**src/rtl/reg_file_pkg.sv**
```systemverilog
// Shared CPU constants: datapath widths, register-file defaults and ALU SELECT opcodes.
package reg_file_pkg;

    localparam int RF_DATA_W   = 8;
    localparam int RF_NUM_REGS = 8;
    localparam int RF_ADDR_W   = 3;

    localparam int ALU_SEL_W = 3;

    typedef enum logic [ALU_SEL_W-1:0] {
        ALU_FWD = 3'b000,
        ALU_ADD = 3'b001,
        ALU_AND = 3'b010,
        ALU_OR  = 3'b011
    } alu_sel_e;

endpackage

```
**src/rtl/reg_read_port.sv**
```systemverilog
// One combinational register-file read port: address decode, out-of-range zeroing
// and optional write-to-read forwarding.
module reg_read_port
    import reg_file_pkg::*;
#(
    parameter int DATA_W   = RF_DATA_W,
    parameter int NUM_REGS = RF_NUM_REGS,
    parameter int ADDR_W   = RF_ADDR_W,
    parameter int BYPASS   = 0
) (
    input  logic [NUM_REGS*DATA_W-1:0] regs_i,
    input  logic [ADDR_W-1:0]          addr_i,
    input  logic                       rst_i,
    input  logic                       wr_en_i,
    input  logic [ADDR_W-1:0]          wr_addr_i,
    input  logic [DATA_W-1:0]          wr_data_i,
    output logic [DATA_W-1:0]          data_o
);

    logic in_range;
    logic fwd;

    assign in_range = (int'(addr_i) < NUM_REGS);
    assign fwd      = (BYPASS != 0) && wr_en_i && (wr_addr_i == addr_i);

    // Reset and unmapped addresses read zero; forwarding never exposes a discarded write.
    always_comb begin
        data_o = '0;
        if (!rst_i && in_range) begin
            if (fwd) begin
                data_o = wr_data_i;
            end else begin
                for (int i = 0; i < NUM_REGS; i++) begin
                    if (addr_i == ADDR_W'(i)) data_o = regs_i[i*DATA_W +: DATA_W];
                end
            end
        end
    end

endmodule

```
**src/rtl/reg_file.sv**
```systemverilog
// Two-read, one-write register file with asynchronous clear and optional
// write-to-read bypass.
module reg_file
    import reg_file_pkg::*;
#(
    parameter int DATA_W   = RF_DATA_W,
    parameter int NUM_REGS = RF_NUM_REGS,
    parameter int ADDR_W   = RF_ADDR_W,
    parameter int BYPASS   = 0
) (
    input  logic              CLK,
    input  logic              RESET,
    input  logic [DATA_W-1:0] IN,
    input  logic [ADDR_W-1:0] INADDRESS,
    input  logic              WRITE,
    input  logic [ADDR_W-1:0] OUT1ADDRESS,
    input  logic [ADDR_W-1:0] OUT2ADDRESS,
    output logic [DATA_W-1:0] OUT1,
    output logic [DATA_W-1:0] OUT2
);

    if (NUM_REGS > (2 ** ADDR_W)) begin : g_bad_cfg
        $error("reg_file: NUM_REGS exceeds the address space");
    end

    logic [DATA_W-1:0]          regs_q [NUM_REGS];
    logic [DATA_W-1:0]          regs_d [NUM_REGS];
    logic [NUM_REGS*DATA_W-1:0] regs_flat;

    // Per-register enable keeps an unknown WRITE/INADDRESS from disturbing other entries.
    always_comb begin
        for (int i = 0; i < NUM_REGS; i++) begin
            regs_d[i] = regs_q[i];
            if (WRITE && (INADDRESS == ADDR_W'(i))) regs_d[i] = IN;
        end
    end

    always_ff @(posedge CLK or posedge RESET) begin
        if (RESET) begin
            for (int i = 0; i < NUM_REGS; i++) regs_q[i] <= '0;
        end else begin
            for (int i = 0; i < NUM_REGS; i++) regs_q[i] <= regs_d[i];
        end
    end

    always_comb begin
        for (int i = 0; i < NUM_REGS; i++) regs_flat[i*DATA_W +: DATA_W] = regs_q[i];
    end

    reg_read_port #(
        .DATA_W   (DATA_W),
        .NUM_REGS (NUM_REGS),
        .ADDR_W   (ADDR_W),
        .BYPASS   (BYPASS)
    ) u_rd1 (
        .regs_i    (regs_flat),
        .addr_i    (OUT1ADDRESS),
        .rst_i     (RESET),
        .wr_en_i   (WRITE),
        .wr_addr_i (INADDRESS),
        .wr_data_i (IN),
        .data_o    (OUT1)
    );

    reg_read_port #(
        .DATA_W   (DATA_W),
        .NUM_REGS (NUM_REGS),
        .ADDR_W   (ADDR_W),
        .BYPASS   (BYPASS)
    ) u_rd2 (
        .regs_i    (regs_flat),
        .addr_i    (OUT2ADDRESS),
        .rst_i     (RESET),
        .wr_en_i   (WRITE),
        .wr_addr_i (INADDRESS),
        .wr_data_i (IN),
        .data_o    (OUT2)
    );

endmodule

```
**config.mk**
```make
export PLATFORM = sky130hd
export DESIGN_NAME = reg_file
export DESIGN_NICKNAME = d
export VERILOG_FILES = /design/src/rtl/reg_file_pkg.sv /design/src/rtl/reg_read_port.sv /design/src/rtl/reg_file.sv
export SDC_FILE = /design/constraint.sdc
export NUM_CORES = 1
export LEC_CHECK = 0
export CAP_MARGIN = 20
export CORE_MARGIN = 3
export CORE_UTILIZATION = 50
export DETAILED_ROUTE_END_ITERATION = 16
export HOLD_SLACK_MARGIN = 0.08
export PLACE_DENSITY = 0.71
export SLEW_MARGIN = 15
export SYNTH_ARGS = -nofsm -noshare
export SYNTH_HDL_FRONTEND = slang
export SYNTH_SLANG_ARGS = --single-unit
```
**constraint.sdc**
```tcl
create_clock -name CLK -period 9.8 [get_ports CLK]
set_clock_uncertainty 0.15 [all_clocks]
set_input_delay 2.94 -clock CLK [delete_from_list [all_inputs] [get_ports CLK]]
set_output_delay 2.94 -clock CLK [all_outputs]
set_load 0.01 [all_outputs]
```
==> results of run 1 <==
==> cell families after synthesis <==
kind of cell    synth area share, %
compound gates                 13.0
buf+inv                        4.16
flops                          42.9
mux                            29.5
simple gates                   10.4
==> power by group through the flow <==
stage	clock, mW	sequential (mW)	combinational [mW]
5_1_grt	0.250	0.377	0.211
6_report	0.233	0.370	0.190
2_1_floorplan	0	0.357	0.142
3_5_place_dp	0	0.373	0.191
3_3_place_gp	0	0.371	0.185
4_1_cts	0.238	0.368	0.191
==> through the flow <==
step,power (mW),utilization [%],cells,setup WS [ns]
3_3_place_gp,0.556,59.1,460,1.23
6_report,0.793,62.0,476,1.19
5_1_grt,0.838,62.0,476,1.03
4_1_cts,0.797,62.0,476,1.22
2_1_floorplan,0.500,-,344,0.909
3_5_place_dp,0.564,59.1,460,1.19
==> Yosys cell counts <==
cell type   n  area share (%)
a211oi_1    3            0.60
a21oi_1    15             2.0
a221oi_1    5             1.2
a31oi_1     1            0.17
and3_1      1            0.17
buf_2      13             1.7
buf_4       3            0.60
buf_6       1            0.30
clkbuf_1    8            0.80
dfrtp_1    64              43
inv_1       7            0.70
mux2_2     68              21
mux2i_1    29             7.8
mux4_2      2             1.2
nand2_1    20             2.0
nand2b_1    7             1.2
nand2b_4    1            0.37
nand3_1     5            0.67
nand3b_1    2            0.40
nand4_1     1            0.17
nand4b_1    4            0.94
nor2_1     12             1.2
nor2b_1     2            0.34
nor3_1      4            0.54
nor3_2      1            0.27
nor3_4      1            0.44
nor3b_4     2             1.0
nor4_1      1            0.17
o211ai_1    1            0.20
o21ai_0    38             5.1
o221ai_1    2            0.47
o22a_1      5             1.2
o22ai_1    10             1.7
o32ai_1     2            0.47
or2_1       2            0.34
or2_2       1            0.17
==> layer usage <==
metal / GRT usage, % / vias up / share of wire [%]
li1: - / 1338 / -
met1: 32.5 / 1445 / 44
met2: 36.6 / 103 / 47
met3: 5.93 / 14 / 7.3
met4: 7.80 / 0 / 1.6
met5: 0 / - / 0
==> critical path: stages <==
cell and delay, ns:
clkdlybuf4s50_1 1.11, buf_4 0.38, mux2_2 0.35, o21ai_0 0.15, a211oi_1 0.09, clkdlybuf4s50_1 0.49
==> final cells by class <==
cell class                      count  area [sq um]
Inverter                            7          26.3
Timing Repair Buffer               45           425
Sequential cell                    64          1600
Clock buffer                       10           138
Multi-Input combinational cell    248          1970
Clock inverter                      6          67.6
Tap cell                           96           120
Fill cell                         604          2670
==> worst max path at each step <==
stage,to
4_1_cts,OUT2[3]
2_1_floorplan,OUT2[1]
3_5_place_dp,OUT2[3]
3_3_place_gp,OUT2[3]
6_report,OUT2[3]
5_1_grt,OUT2[3]
==> layout by cell type (no fill, tap or decap), types with 2 or more instances in the layout <==
cell and instances:
mux2i_1 29, inv_1 6, buf_4 10, clkdlybuf4s50_1 35
nand3b_1 2, o22ai_1 10, dfrtp_1 64, nor3b_4 2
a211oi_1 3, nand2b_1 7, mux2_2 68, clkinvlp_4 2
nor2_1 12, clkbuf_8 10, o221ai_1 2, nor2b_1 2
or2_1 2, nand2_1 20, nor3_1 4, nand3_1 5
mux4_2 2, o21ai_0 38, nand4b_1 4, a221oi_1 5
a21oi_1 15, o32ai_1 2, o22a_1 5
==> run summary, run 1 <==
Worst Setup Start Kind - primary input
R2R cell count - 1
Sequential power share - 46.6%
Setup TNS - 0 ns
Count of pins over their slew limit - 0
Pint - 0.556 mW
RR Startpoint - regs_flat[53]
Design area - 4350 sq um
Vias in the first global route - 2859
FMAX - 116 MHz
Clock power share - 29.4%
Peak VDD IR - 93.6 uV
Power Density - 182 nW/um^2
Post-synthesis cell count - 344
Clock slew seen by the registers of the worst setup and hold paths - 0.07 ns
Pin count of the biggest net entering global routing - 39
Synth cell types - 36
Setup violators final - 0
HPWL Detailed - 6240 um
Syn_area_per_cell - 10.8 sq um
DRC - 0
Clk root buf - clkbuf_8
Minimum hold slack - 0.384 ns
Sink Count - 64
Port Buf Inserts - 35
Clock Tree Buf Depth - 2
TritonCTS Buffers - 9
Die Height - 92.4 um
Post-CTS Hold Fix Bufs - 0
N_diodes - 0
Worst Path Required - 6.71 ns
Syn. warnings - 0
WS Path Type - primary input to output pin
P_sw - 0.237 mW
Max FFs per register - 64
Critical Path AT - 5.52 ns
Post-synthesis sequential area ratio - 42.9%
First-pass GRT wire length - 15300 um
Crit path max fanout - 19
Via count - 2900
Routed WL - 9380 um
Post-CTS Setup Inserts - 0
CTS tree - done
#FFs+latches synth - 64
Hold Path End - regs_flat[59]
NumNets Final - 395
CTS H-tree lvls - 3
Post-synthesis cell area - 3730 sq um
Worst relative slew slack - 35.3%
Gpl congestion - 0.831
Post-Syn Nets - 364
Hold depth - 1
CP endpoint kind - output pin
Routed len/inst - 19.7 um
Max_cap viols - 0
Initial cell density of the core - 53.2%
Initial antenna violation count - 0
Worst-margin pin slew - 0.968 ns
I/O pin cnt - 36
DP Area - 4150 sq um
DIE AREA - 8530 sq um
Final ANT Viol Nets - 0
Flop2flop setup slack - 8.83 ns
Combinational Power Share - 24.0%
Post_cts resized - 0
Final period utilization - 87.9%
Worst-skew pair later-pin latency - 0.35 ns
LEAKAGE - 1.80 nW
Min-delay src - regs_flat[59]
Layout cell share with drive strength beyond 1 - 27.1%
GRT Total Usage - 23.7%
Gr ovfl total - 0
Via density - 6.09
P&R area growth vs syn - 16.7%
First element of the critical path - OUT2ADDRESS[0]
Row count - 30
RSZ-0062 raised after global routing - no
Switching Share - 29.9%
First-pass DRT Iterations - 5
DR iter-0 viols - 238
Reg2reg end - regs_flat[53]
Core area - 7020 sq um
Final Critical Period - 8.61 ns
Die X - 92.4 um
Hold Path Class - flip-flop to flip-flop
Outcome - finished clean
Fin. Hold Viols - 0
(Power assumes the default switching activity.)
==> run 2, diff against run 1 <==
--- a/config.mk
+++ b/config.mk
@@ -9,8 +9,8 @@
 export CORE_MARGIN = 3
 export CORE_UTILIZATION = 50
 export DETAILED_ROUTE_END_ITERATION = 16
+export DONT_BUFFER_PORTS = 1
 export HOLD_SLACK_MARGIN = 0.08
-export PLACE_DENSITY = 0.71
 export SLEW_MARGIN = 15
 export SYNTH_ARGS = -nofsm -noshare
 export SYNTH_HDL_FRONTEND = slang
==> run summary, run 2 (synthesis gave the netlist of run 1 again) <==
CP endpoint kind - output pin
Setup violators final - 0 (unchanged)
CTS H-tree lvls - 3 (unchanged)
Pin count of the biggest net entering global routing - 40 (+2.6%)
Final ANT Viol Nets - 0 (unchanged)
Via density - 6.35 (+4.2%)
Post-CTS Hold Fix Bufs - 0 (unchanged)
N_diodes - 0 (unchanged)
Worst Setup Start Kind - primary input
Initial cell density of the core - 53.2% (unchanged)
DP Area - 3740 sq um (-9.7%)
RR Startpoint - regs_flat[53]
Design area - 3960 sq um (-9.1%)
Post_cts resized - 0 (unchanged)
First-pass GRT wire length - 15500 um (+1.1%)
Core area - 7020 sq um (unchanged)
Via count - 2756 (-5.0%)
Routed len/inst - 22.6 um (+15%)
Crit path max fanout - 28 (+9)
Gpl congestion - 0.855 (+2.9%)
Port Buf Inserts - 0 (-100%)
Final period utilization - 74.9% (-13 points)
Clock Tree Buf Depth - 2 (unchanged)
Post-CTS Setup Inserts - 0 (unchanged)
Vias in the first global route - 2737 (-4.3%)
Commonest non-fill, non-tap cell in the layout - mux2_2
WS Path Type - primary input to output pin
Flop2flop setup slack - 8.85 ns (+0.02 ns)
Count of pins over their slew limit - 0 (unchanged)
Gr ovfl total - 0 (unchanged)
Row count - 30 (unchanged)
P&R area growth vs syn - 6.10%
Max_cap viols - 0 (unchanged)
DRC - 0 (unchanged)
Clk root buf - clkbuf_8
LEAKAGE - 1.64 nW (-8.7%)
Peak VDD IR - 95.1 uV (+1.6%)
Worst Setup EP - OUT2[7]
CTS tree - done
TritonCTS Buffers - 9 (unchanged)
GRT Total Usage - 24.2% (+0.53 points)
Final Critical Period - 7.34 ns (-1.27 ns)
Critical Path AT - 4.25 ns (-1.27 ns)
First element of the critical path - RESET
Worst relative slew slack - 32.6% (-2.7 points)
HPWL Detailed - 6180 um (-1.0%)
Most frequent cells in the layout - mux2_2 (68), dfrtp_1 (64), o21ai_0 (38), mux2i_1 (29), nand2_1 (20)
R2R cell count - 1 (unchanged)
Clock slew seen by the registers of the worst setup and hold paths - 0.06 ns (about the same)
DIE AREA - 8530 sq um (unchanged)
NumNets Final - 353 (-11%)
I/O pin cnt - 36 (unchanged)
Die X - 92.4 um (unchanged)
Die Height - 92.4 um (unchanged)
Power Density - 194 nW/um^2 (+6.7%)
First-pass DRT Iterations - 4 (-1)
Hold Path Class - flip-flop to flip-flop
Fin. Hold Viols - 0 (unchanged)
Initial antenna violation count - 0 (unchanged)
Max FFs per register - 64 (unchanged)
Routed WL - 9810 um (+4.6%)
DR iter-0 viols - 194 (-18%)
Setup TNS - 0 ns (unchanged)
Worst-skew pair later-pin latency - 0.34 ns (about the same)
Worst Path Required - 6.71 ns (about the same)
Reg2reg end - regs_flat[53]
RSZ-0062 raised after global routing - no
Worst-margin pin slew - 1.01 ns (+0.0375 ns)
Layout cell share with drive strength beyond 1 - 27.5% (+0.41 points)
FMAX - 136 MHz (+17%)
Sink Count - 64 (unchanged)
Outcome - finished clean
[run 2: cell types whose count changed in the layout (fill, tap and decap cells not counted)]
cell / previous run / this run
clkdlybuf4s50_1: 35 / 0
buf_4: 10 / 3
clkbuf_1: 0 / 3
clkinvlp_4: 2 / 0
bufinv_16: 1 / 2
clkinv_4: 1 / 0
inv_6: 1 / 0
[run 2: power breakdown]
part,internal [mW],leakage [nW],switching (mW)
combinational,0.0883,0.764,0.0622
clock,0.150,0.108,0.101
sequential,0.323,0.769,0.0455
total,0.561,1.64,0.209
[run 2: final cells by class]
type / instances / area, sq um
clock buffers: 13 / 149
clock inverters: 3 / 65.1
fillers: 658 / 3060
inverters: 7 / 26.3
multi-input cells: 248 / 1970
flip-flops and latches: 64 / 1600
well taps: 96 / 120
repair buffers: 3 / 22.5
[run 2: worst max-delay path: stages]
cell	delay [ns]
inv_2	0.38
buf_4	0.37
o21ai_0	0.13
a221oi_1	0.41
[run 2: routing by layer]
layer	vias up	routed length (um)	GRT usage [%]
li1	1256	-	-
met1	1399	4370	32.0
met2	84	4720	39.3
met3	17	508	4.55
met4	0	208	9.28
met5	-	0	0
[run 2: worst min-delay path by stage]
| stage | cells past startpoint | startpoint | slack, ns | end |
|---|---|---|---|---|
| 6_report | 1 | regs_flat[59] | 0.37 | regs_flat[59] |
| 5_1_grt | 1 | regs_flat[59] | 0.38 | regs_flat[59] |
| 4_1_cts | 1 | regs_flat[59] | 0.37 | regs_flat[59] |
| 3_5_place_dp | 1 | regs_flat[59] | 0.36 | regs_flat[59] |
| 3_3_place_gp | 1 | regs_flat[59] | 0.35 | regs_flat[59] |
| 2_1_floorplan | 1 | regs_flat[60] | 0.34 | regs_flat[60] |
[run 2: stage by stage]
stage | std cells | total power, mW | setup slack (ns) | hold slack [ns] | util, %
floorplan | 344 | 0.500 | 0.909 | 0.338 | -
global placement | 418 | 0.518 | 2.43 | 0.353 | 53.4
detailed placement | 418 | 0.523 | 2.41 | 0.358 | 53.4
CTS | 434 | 0.772 | 2.41 | 0.372 | 56.4
global route | 434 | 0.809 | 2.24 | 0.381 | 56.4
finish | 434 | 0.770 | 2.46 | 0.370 | 56.4
